[config.mk]
export PLATFORM = sky130hd
export DESIGN_NAME = board_gen
export DESIGN_NICKNAME = d
export VERILOG_FILES = /design/src/rtl/minesweeper_pkg.sv /design/src/rtl/nbr_count8.sv /design/src/rtl/xor_shift.sv /design/src/rtl/board_gen.sv
export SDC_FILE = /design/constraint.sdc
export NUM_CORES = 2
export LEC_CHECK = 0
export ABC_AREA = 0
export BUFFER_PORTS_ARGS = -buffer_cell sky130_fd_sc_hd__clkbuf_2
export CAP_MARGIN = 20
export CORE_UTILIZATION = 60
export CTS_CLUSTER_DIAMETER = 100
export DETAILED_ROUTE_END_ITERATION = 8
export PLACE_DENSITY = 0.81
export SETUP_SLACK_MARGIN = 0.5
export SKIP_LAST_GASP = 1
export SYNTH_ARGS = -nofsm -noshare
export SYNTH_HDL_FRONTEND = slang
export SYNTH_SLANG_ARGS = --single-unit
[constraint.sdc]
create_clock -name clk -period 21.7 [get_ports clk]
set_input_delay 2.17 -clock clk [delete_from_list [all_inputs] [get_ports clk]]
set_output_delay 2.17 -clock clk [all_outputs]
set_load 0.03 [all_outputs]
[src/rtl/minesweeper_pkg.sv]
// Shared definitions for the minesweeper board blocks: FSM states, cell field layout
// and the PRNG fallback seed.
package minesweeper_pkg;
    typedef enum logic [1:0] {ST_IDLE, ST_PLACE, ST_COUNT, ST_READY} state_t;

    localparam int          MINE_BIT     = 4;
    localparam int          COUNT_MSB    = 3;
    localparam logic [31:0] DEFAULT_SEED = 32'h12345678;
endpackage

[src/rtl/nbr_count8.sv]
// Population count of eight neighbour mine bits; i_valid masks off-board neighbours.
module nbr_count8 (
    input  logic [7:0] i_mine,
    input  logic [7:0] i_valid,
    output logic [3:0] o_count
);
    always_comb begin
        o_count = '0;
        for (int i = 0; i < 8; i++) begin
            o_count = o_count + {3'b000, i_mine[i] & i_valid[i]};
        end
    end
endmodule

[src/rtl/xor_shift.sv]
// 32-bit xorshift PRNG step (13/17/5); purely combinational next-state function.
module xor_shift (
    input  logic [31:0] i_state,
    output logic [31:0] o_next
);
    logic [31:0] w_a;
    logic [31:0] w_b;

    assign w_a    = i_state ^ (i_state << 13);
    assign w_b    = w_a ^ (w_a >> 17);
    assign o_next = w_b ^ (w_b << 5);
endmodule

[src/rtl/board_gen.sv]
// Mine-board generator: places mines in raster order, then stores 8-neighbour counts.
// Optional macro BOARD_SAFE_START_EN adds a mine-free 3x3 zone around (safe_x, safe_y).
module board_gen
    import minesweeper_pkg::*;
#(
    parameter int          x_size       = 16,
    parameter int          y_size       = 16,
    parameter int          x_coord_bits = 4,
    parameter int          y_coord_bits = 4,
    parameter logic [31:0] cutoff       = 32'h2AAAAAAA,
    parameter int          max_mines    = 40
) (
    input  logic                                clk,
    input  logic                                reset,
    input  logic                                start,
    input  logic [31:0]                         seed_in,
    input  logic [x_coord_bits-1:0]             rd_x,
    input  logic [y_coord_bits-1:0]             rd_y,
`ifdef BOARD_SAFE_START_EN
    input  logic [x_coord_bits-1:0]             safe_x,
    input  logic [y_coord_bits-1:0]             safe_y,
`endif
    output logic [4:0]                          rd_data,
    output logic [x_coord_bits+y_coord_bits:0]  num_mines,
    output logic                                busy,
    output logic                                ready,
    output logic                                done
);
    localparam int                      NM_W   = x_coord_bits + y_coord_bits + 1;
    localparam logic [x_coord_bits-1:0] X_LAST = x_coord_bits'(x_size - 1);
    localparam logic [y_coord_bits-1:0] Y_LAST = y_coord_bits'(y_size - 1);
    localparam logic [NM_W-1:0]         MAX_M  = NM_W'(max_mines);

    state_t                  r_state;
    logic [31:0]             r_prng;
    logic [x_coord_bits-1:0] r_x;
    logic [y_coord_bits-1:0] r_y;
    logic                    r_mine  [y_size][x_size];
    logic [COUNT_MSB:0]      r_count [y_size][x_size];

    logic [31:0]             w_rand;
    logic                    w_safe_blk;
    logic                    w_is_mine;
    logic                    w_last_x;
    logic                    w_last;
    logic [x_coord_bits-1:0] w_xm, w_xp;
    logic [y_coord_bits-1:0] w_ym, w_yp;
    logic                    w_l, w_r, w_u, w_d;
    logic [7:0]              w_nbr;
    logic [7:0]              w_nbr_vld;
    logic [COUNT_MSB:0]      w_count;

    xor_shift u_prng (.i_state(r_prng), .o_next(w_rand));

`ifdef BOARD_SAFE_START_EN
    logic [x_coord_bits-1:0] r_sx;
    logic [y_coord_bits-1:0] r_sy;
    logic                    w_near_x, w_near_y;

    // Padded compares so +1 at the top coordinate does not wrap onto 0.
    always_comb begin
        w_near_x   = ({1'b0, r_x} == {1'b0, r_sx}) || ({1'b0, r_x} + 1'b1 == {1'b0, r_sx})
                  || ({1'b0, r_sx} + 1'b1 == {1'b0, r_x});
        w_near_y   = ({1'b0, r_y} == {1'b0, r_sy}) || ({1'b0, r_y} + 1'b1 == {1'b0, r_sy})
                  || ({1'b0, r_sy} + 1'b1 == {1'b0, r_y});
        w_safe_blk = w_near_x && w_near_y;
    end
`else
    assign w_safe_blk = 1'b0;
`endif

    assign w_is_mine = (w_rand <= cutoff) && (num_mines < MAX_M) && !w_safe_blk;
    assign w_last_x  = (r_x == X_LAST);
    assign w_last    = w_last_x && (r_y == Y_LAST);

    // Neighbour coordinates may wrap; the edge flags mask those reads out.
    assign w_xm = r_x - 1'b1;
    assign w_xp = r_x + 1'b1;
    assign w_ym = r_y - 1'b1;
    assign w_yp = r_y + 1'b1;
    assign w_l  = (r_x != '0);
    assign w_r  = (r_x != X_LAST);
    assign w_u  = (r_y != '0);
    assign w_d  = (r_y != Y_LAST);

    assign w_nbr = {r_mine[w_yp][w_xp], r_mine[w_yp][r_x], r_mine[w_yp][w_xm],
                    r_mine[r_y][w_xp],                     r_mine[r_y][w_xm],
                    r_mine[w_ym][w_xp], r_mine[w_ym][r_x], r_mine[w_ym][w_xm]};
    assign w_nbr_vld = {w_d && w_r, w_d, w_d && w_l,
                        w_r,             w_l,
                        w_u && w_r, w_u, w_u && w_l};

    nbr_count8 u_nbr (.i_mine(w_nbr), .i_valid(w_nbr_vld), .o_count(w_count));

    always_ff @(posedge clk) begin
        if (reset) begin
            r_state   <= ST_IDLE;
            num_mines <= '0;
            busy      <= 1'b0;
            ready     <= 1'b0;
            done      <= 1'b0;
        end else begin
            done <= 1'b0;
            case (r_state)
                ST_IDLE, ST_READY: begin
                    if (r_state == ST_READY) begin
                        ready <= 1'b1;
                        done  <= !ready;
                    end
                    if (start) begin
                        r_prng    <= (seed_in == 32'd0) ? DEFAULT_SEED : seed_in;
                        num_mines <= '0;
                        ready     <= 1'b0;
                        done      <= 1'b0;
                        busy      <= 1'b1;
                        r_x       <= '0;
                        r_y       <= '0;
                        r_state   <= ST_PLACE;
`ifdef BOARD_SAFE_START_EN
                        r_sx      <= safe_x;
                        r_sy      <= safe_y;
`endif
                    end
                end
                ST_PLACE: begin
                    r_prng           <= w_rand;
                    r_mine[r_y][r_x] <= w_is_mine;
                    if (w_is_mine) begin
                        num_mines <= num_mines + 1'b1;
                    end
                    if (w_last) begin
                        r_state <= ST_COUNT;
                    end
                end
                ST_COUNT: begin
                    r_count[r_y][r_x] <= w_count;
                    if (w_last) begin
                        r_state <= ST_READY;
                        busy    <= 1'b0;
                    end
                end
                default: r_state <= ST_IDLE;
            endcase

            // Raster cursor shared by PLACE and COUNT; restarts at (0,0) after the last cell.
            if (r_state == ST_PLACE || r_state == ST_COUNT) begin
                if (w_last) begin
                    r_x <= '0;
                    r_y <= '0;
                end else if (w_last_x) begin
                    r_x <= '0;
                    r_y <= r_y + 1'b1;
                end else begin
                    r_x <= r_x + 1'b1;
                end
            end
        end
    end

    always_ff @(posedge clk) begin
        if (reset) begin
            rd_data <= '0;
        end else if (rd_x <= X_LAST && rd_y <= Y_LAST) begin
            rd_data[MINE_BIT]    <= r_mine[rd_y][rd_x];
            rd_data[COUNT_MSB:0] <= r_count[rd_y][rd_x];
        end else begin
            rd_data <= '0;
        end
    end
endmodule

* Word-level counts from Yosys, hierarchy flattened
Memories as Yosys holds them, arrays and structs flattened. A register that Yosys moved wholly into a read port is not among the register bits. Index checks and enable logic that the tools add are counted.
Storage, ports and cells: RAM bits 1280, word-level logic and storage cells 156, memories 2, output and inout bits 17, bits of input ports 43, bits in registers 59
Operators by class: reductions and logical operators 28, $lt $le $gt $ge 9, eq/ne operators 11, $add $sub $neg 12, bitwise gates (word level) 19, muxes and demuxes 66
Memory list:
- r_count | words 16, width 64, read ports 1, clocked after Yosys merged registers in 0, write ports 1, line board_gen.sv:39 | logic [COUNT_MSB:0] r_count [y_size][x_size];
- r_mine | words 16, width 16, read ports 4, clocked after Yosys merged registers in 1, write ports 1, line board_gen.sv:38 | logic r_mine [y_size][x_size];
Operators by type and width (count):
- two-way mux 32 bit | 2
- two-way mux 64 bit | 1
- one-hot mux 32 bit (2 select lines) | 1
- bitwise XOR 32 bit | 2
- two-way mux 4 bit | 14
- binary-select mux 1 bit (select 4 bit) | 9
- <= comparator 32 x 30 -> 1 bit (second input constant) | 1
- zero test 32 bit | 1
- bitwise XOR 32 x 15 -> 32 bit | 1
- two-way mux 1 bit | 27
- adder 4 x 1 -> 4 bit | 6
- >= comparator 5 bit (second input constant) | 4
- inverter 4 -> 5 bit | 4
- two-way mux 9 bit | 2
- one-hot mux 9 bit (2 select lines) | 1
- binary-select mux 4 bit (select 4 bit) | 1
- demux 4 bit (select 4 bit) | 1
- two-way mux 16 bit | 1
- AND reduction 3 bit | 5
- nonzero test 2 bit | 5
- adder 9 x 1 -> 9 bit (second input constant) | 1
- < comparator 9 x 6 -> 1 bit (second input constant) | 1
- adder 4 x 1 -> 4 bit (second input constant) | 2
- AND 1 bit | 8
- 22 further kinds | 44

* Depth between registers and ports, before layout
depth in word-level cells 13, gate-level depth with buffers 24, depth with buffers taken out 17

* By module
A second synthesis with hierarchy kept.
Unflattened totals: cells, all modules 3453, area total of the unflattened synthesis 62135.8 um^2
Modules (own cells, without submodules):
- board_gen | sequential area each 40098.5 um^2, area an instance 61162.4 um^2, times used 1, cells each 3370
- xor_shift | sequential area each 0.0 um^2, area an instance 769.5 um^2, times used 1, cells each 58
- nbr_count8 | sequential area each 0.0 um^2, area an instance 203.9 um^2, times used 1, cells each 25

* Least setup slack after synthesis
OpenSTA, ideal clock, no wires.
path type register to register, from register r_y[0], to memory r_count[0][10] (netlist bit), data pin, data required time 20173 ps, data arrival time 12887 ps, clock period less this slack 14413 ps, library setup time 1527 ps, stages on the path, launching flop included 24, path buffers 7, setup slack 7287 ps, cell sequence edfxtp_1 > buf_2 > buf_4 > buf_2 > buf_2 > inv_1 > ha_1 > buf_2 > buf_1 > buf_1 > mux4_2 > mux2i_1 > mux2i_1 > mux4_2 > mux4_2 > and2_1 > ha_1 > inv_1 > fa_1 > inv_1 > fa_1 > fa_1 > fa_1 > xor2_1
On the way: word-level cells in the longest chain between the ends 13, elaborated cells between the ends (all ways) 40, those cells by class 9 x add/sub; 1 x eq/ne; 18 x mux; 6 x bitwise; 5 x reduce/logical; 1 x memory
Ends and longest elaborated chain:
- start: declaration | line board_gen.sv:37 | logic [y_coord_bits-1:0] r_y;
- start signal: assignment | line board_gen.sv:152 | r_y <= r_y + 1'b1;
- subtractor 4 x 1 -> 4 bit | line board_gen.sv:79 | assign w_ym = r_y - 1'b1;
- memory (16 x 16 bit)
- binary-select mux 1 bit (select 4 bit) | line board_gen.sv:88 | r_mine[w_ym][w_xp], r_mine[w_ym][r_x], r_mine[w_ym][w_xm]};
- two-way mux 1 bit (not written as such) (2 in a row) | line board_gen.sv:88
- AND 1 bit | line nbr_count8.sv:10 | o_count = o_count + {3'b000, i_mine[i] & i_valid[i]};
- adder 1 x 1 -> 2 bit | line nbr_count8.sv:10
- adder 4 x 1 -> 4 bit (5 in a row) | line nbr_count8.sv:10
- adder 4 x 1 -> 4 bit (*) | line nbr_count8.sv:10
- net u_nbr.o_count[2] | line nbr_count8.sv:5 | output logic [3:0] o_count
- end: declaration | line board_gen.sv:39
Mark *: on every way through the listed nets, which the timed path passes. The rest lies on a longest branch. The select of a mux whose other input is x is not followed.

* Final worst setup path
from register r_y[0], to memory r_count[14][57] (netlist bit), data pin
Same word-level chain as after synthesis.

==> metrics.yaml <==
finalSetupViolations: 0
min_path_cells: 1
synth-seq-area-share_pct: 65.0
synth_mux_area_share_pct: 25.5
cts_root_buffer: "clkbuf_16"
final-hold-violation-count: 0
final.setup_skew_ps: 44.9
critPathLaunchType: "flop"
die_w_um: 323
cts.clk_slew.worst_paths_ps: 60
cts_setup_buffers: 0
use_met3_pct: 7.87
rows: 117
drc_errors: 0
synth_edf_count: 1320
relSlewSlack_pct: 13.5
cts_buffer_depth: 3
cts_tree: "done"
core-area_um2: 102000
drt_iter0_drc: 5051
reg2reg_depth: 18
top_usage_layer: "met2"
cp.arrival_ps: 11060
ys_ff_latch: 1343
worstReg2RegStart: "r_y[0]"
synth_top_family_by_area: "multiplexers"
endpoint_kind: "flop"
netlist_area_um2: 61700
setup_tns_ps: 0
grt_pass1_wl_um: 240000
initial_core_util_pct: 60.6
synthCells: 3271
fin_ws_ps: 11070
layout_commonest_cell: "edfxtp_1"
hold_path_class: "flop to flop"
fillers: 6317
yosys_most_used_dff: "edfxtp_1"
cts_hold_buf: 0
syn-num-nets: 3337
cts_buffers: 135
final_cell_mix: "1320 x edfxtp_1, 664 x mux4_2, 570 x nor2_1, 138 x clkbuf_16, 66 x mux2i_1"
post_cts_resized: 0
ant_nets: 0
grt_pass1_vias: 35100
maxCapViolations: 0
die-area_um2: 104000
post-route-min-period_ps: 10630
wl_um: 162000
nets: 3328
required_ps: 22130
r2r_end: "r_count[14][57]"
place_congestion: 0.948
synth_compound_area_share_pct: 0.766
hold_path_end: "done"
h-tree-depth: 4
r2r_setup_slack_ps: 11070
grtUsageTotal_pct: 32.0
path_max_fanout: 134
tightest_slew_ps: 1300
yosysWarnings: 0
dpl.hpwl_um: 89500
synth-xor-area-share_pct: 1.48
viasPerCell: 7.30
pre_cts_slack_ps: 11080
chipHeight_um: 323
numPortBuffers: 59
fmax_ghz: 0.0940
clk-insertion-delay-late_ps: 790
grt_antenna_before_repair: 7
period_share_pct: 49.0
worstSetupPathType: "flop to flop"
use_met1_pct: 42.6
rsz0062_at_grt: "false"
wire_per_inst_um: 34.2
whs_ps: 479
avgSynthCellArea_um2: 18.9
synthAdderAreaFrac_pct: 0.515
vias: 34600
cts.sinks: 1343
area_delta_synth_final_pct: 9.69
worstHoldStart: "ready"
met2_usage_pct: 51.2
grt_max_degree: 257
ioPinCount: 60
yosysUniqueCellTypes: 55
outcome: "completed"
synth_async_sr_flop_share_pct: 0
drive_gt1_share_pct: 30.0
drtPass1Iterations: 6
synth-simple-area-share_pct: 4.82
slew_violations: 0
overflow: 0
==> per-stage QoR <==
step                      util, %  area, um2  instances
after floorplan                 -      61700       3271
after global placement       62.1      63300       4490
after detailed placement     62.1      63300       4490
after CTS                    66.3      67600       4734
after global routing         66.4      67700       4737
final                        66.4      67700       4740
==> final cells by class <==
cell class	instances	area (um2)	share of cell area [%]
diodes	3	7.51	0.0111
clock buffers	169	3580	5.29
clock inverters	75	767	1.13
inverters	13	53.8	0.0795
multi-input cells	1652	20600	30.4
flip-flops and latches	1343	40100	59.2
well taps	1368	1710	2.53
repair buffers	117	870	1.28
==> sequential cells by signal, summed over array words and instances (netlist names), named ones only <==
signal     cells
r_x            4
r_y            4
r_count     1024
ready          1
rd_data        5
done           1
busy           1
r_prng        32
r_mine       256
num_mines      9
r_state        2
==> synthesized netlist by cell type, drive strengths merged (10+ instances only) <==
library cell | number | area, um2
edfxtp | 1320 | 39600
mux4 | 664 | 15000
nor2 | 570 | 2140
clkbuf | 133 | 499
buf | 130 | 618
mux2i | 66 | 661
nand2 | 54 | 203
xnor2 | 45 | 409
nand3 | 36 | 180
a21oi | 34 | 170
dfxtp | 23 | 460
xor2 | 20 | 183
ha | 19 | 238
o21ai | 14 | 73.8
mux2 | 13 | 146
nand4 | 13 | 81.3
inv | 12 | 45.0
nor2b | 12 | 75.1
and2 | 10 | 62.6
nor3 | 10 | 50.1
nor4 | 10 | 62.6
==> critical path, stage by stage (launching register included) <==
cell and delay [ps]:
edfxtp_1 380, buf_12 570, inv_1 350, ha_4 800
buf_4 830, mux4_2 430, mux4_2 520, mux4_2 470
mux4_2 460, and2_1 180, ha_1 270, inv_1 60
fa_1 520, inv_1 60, fa_1 460, fa_4 480
fa_4 1340, buf_4 880, buf_4 900
==> layer usage <==
layer | vias to the layer above | routed length (um)
met5 | - | 54
met4 | 8 | 7170
met3 | 468 | 19200
met2 | 2761 | 79300
met1 | 18000 | 56300
li1 | 13400 | -
==> cells by family after synthesis <==
family | after synthesis
simple gates | 731
fa+ha+maj | 23
mux | 743
xor+xnor | 79
buf+inv | 276
compound gates | 76
flops | 1343
==> worst max path at each step <==
stage / from / to / slack, ps / cells past startpoint
after floorplan: r_y[0] / r_count[0][10] / 7290 / 23
after global placement: r_y[0] / r_count[8][61] / 11580 / 18
after detailed placement: r_y[0] / r_count[12][61] / 11080 / 18
after CTS: r_y[0] / r_count[13][45] / 11040 / 18
after global routing: r_y[0] / r_count[14][57] / 10520 / 18
final: r_y[0] / r_count[14][57] / 11070 / 18
Power is left out: the tool's default activity adds up to more than one toggle a clock period on the data nets, which glitch-free logic cannot reach.
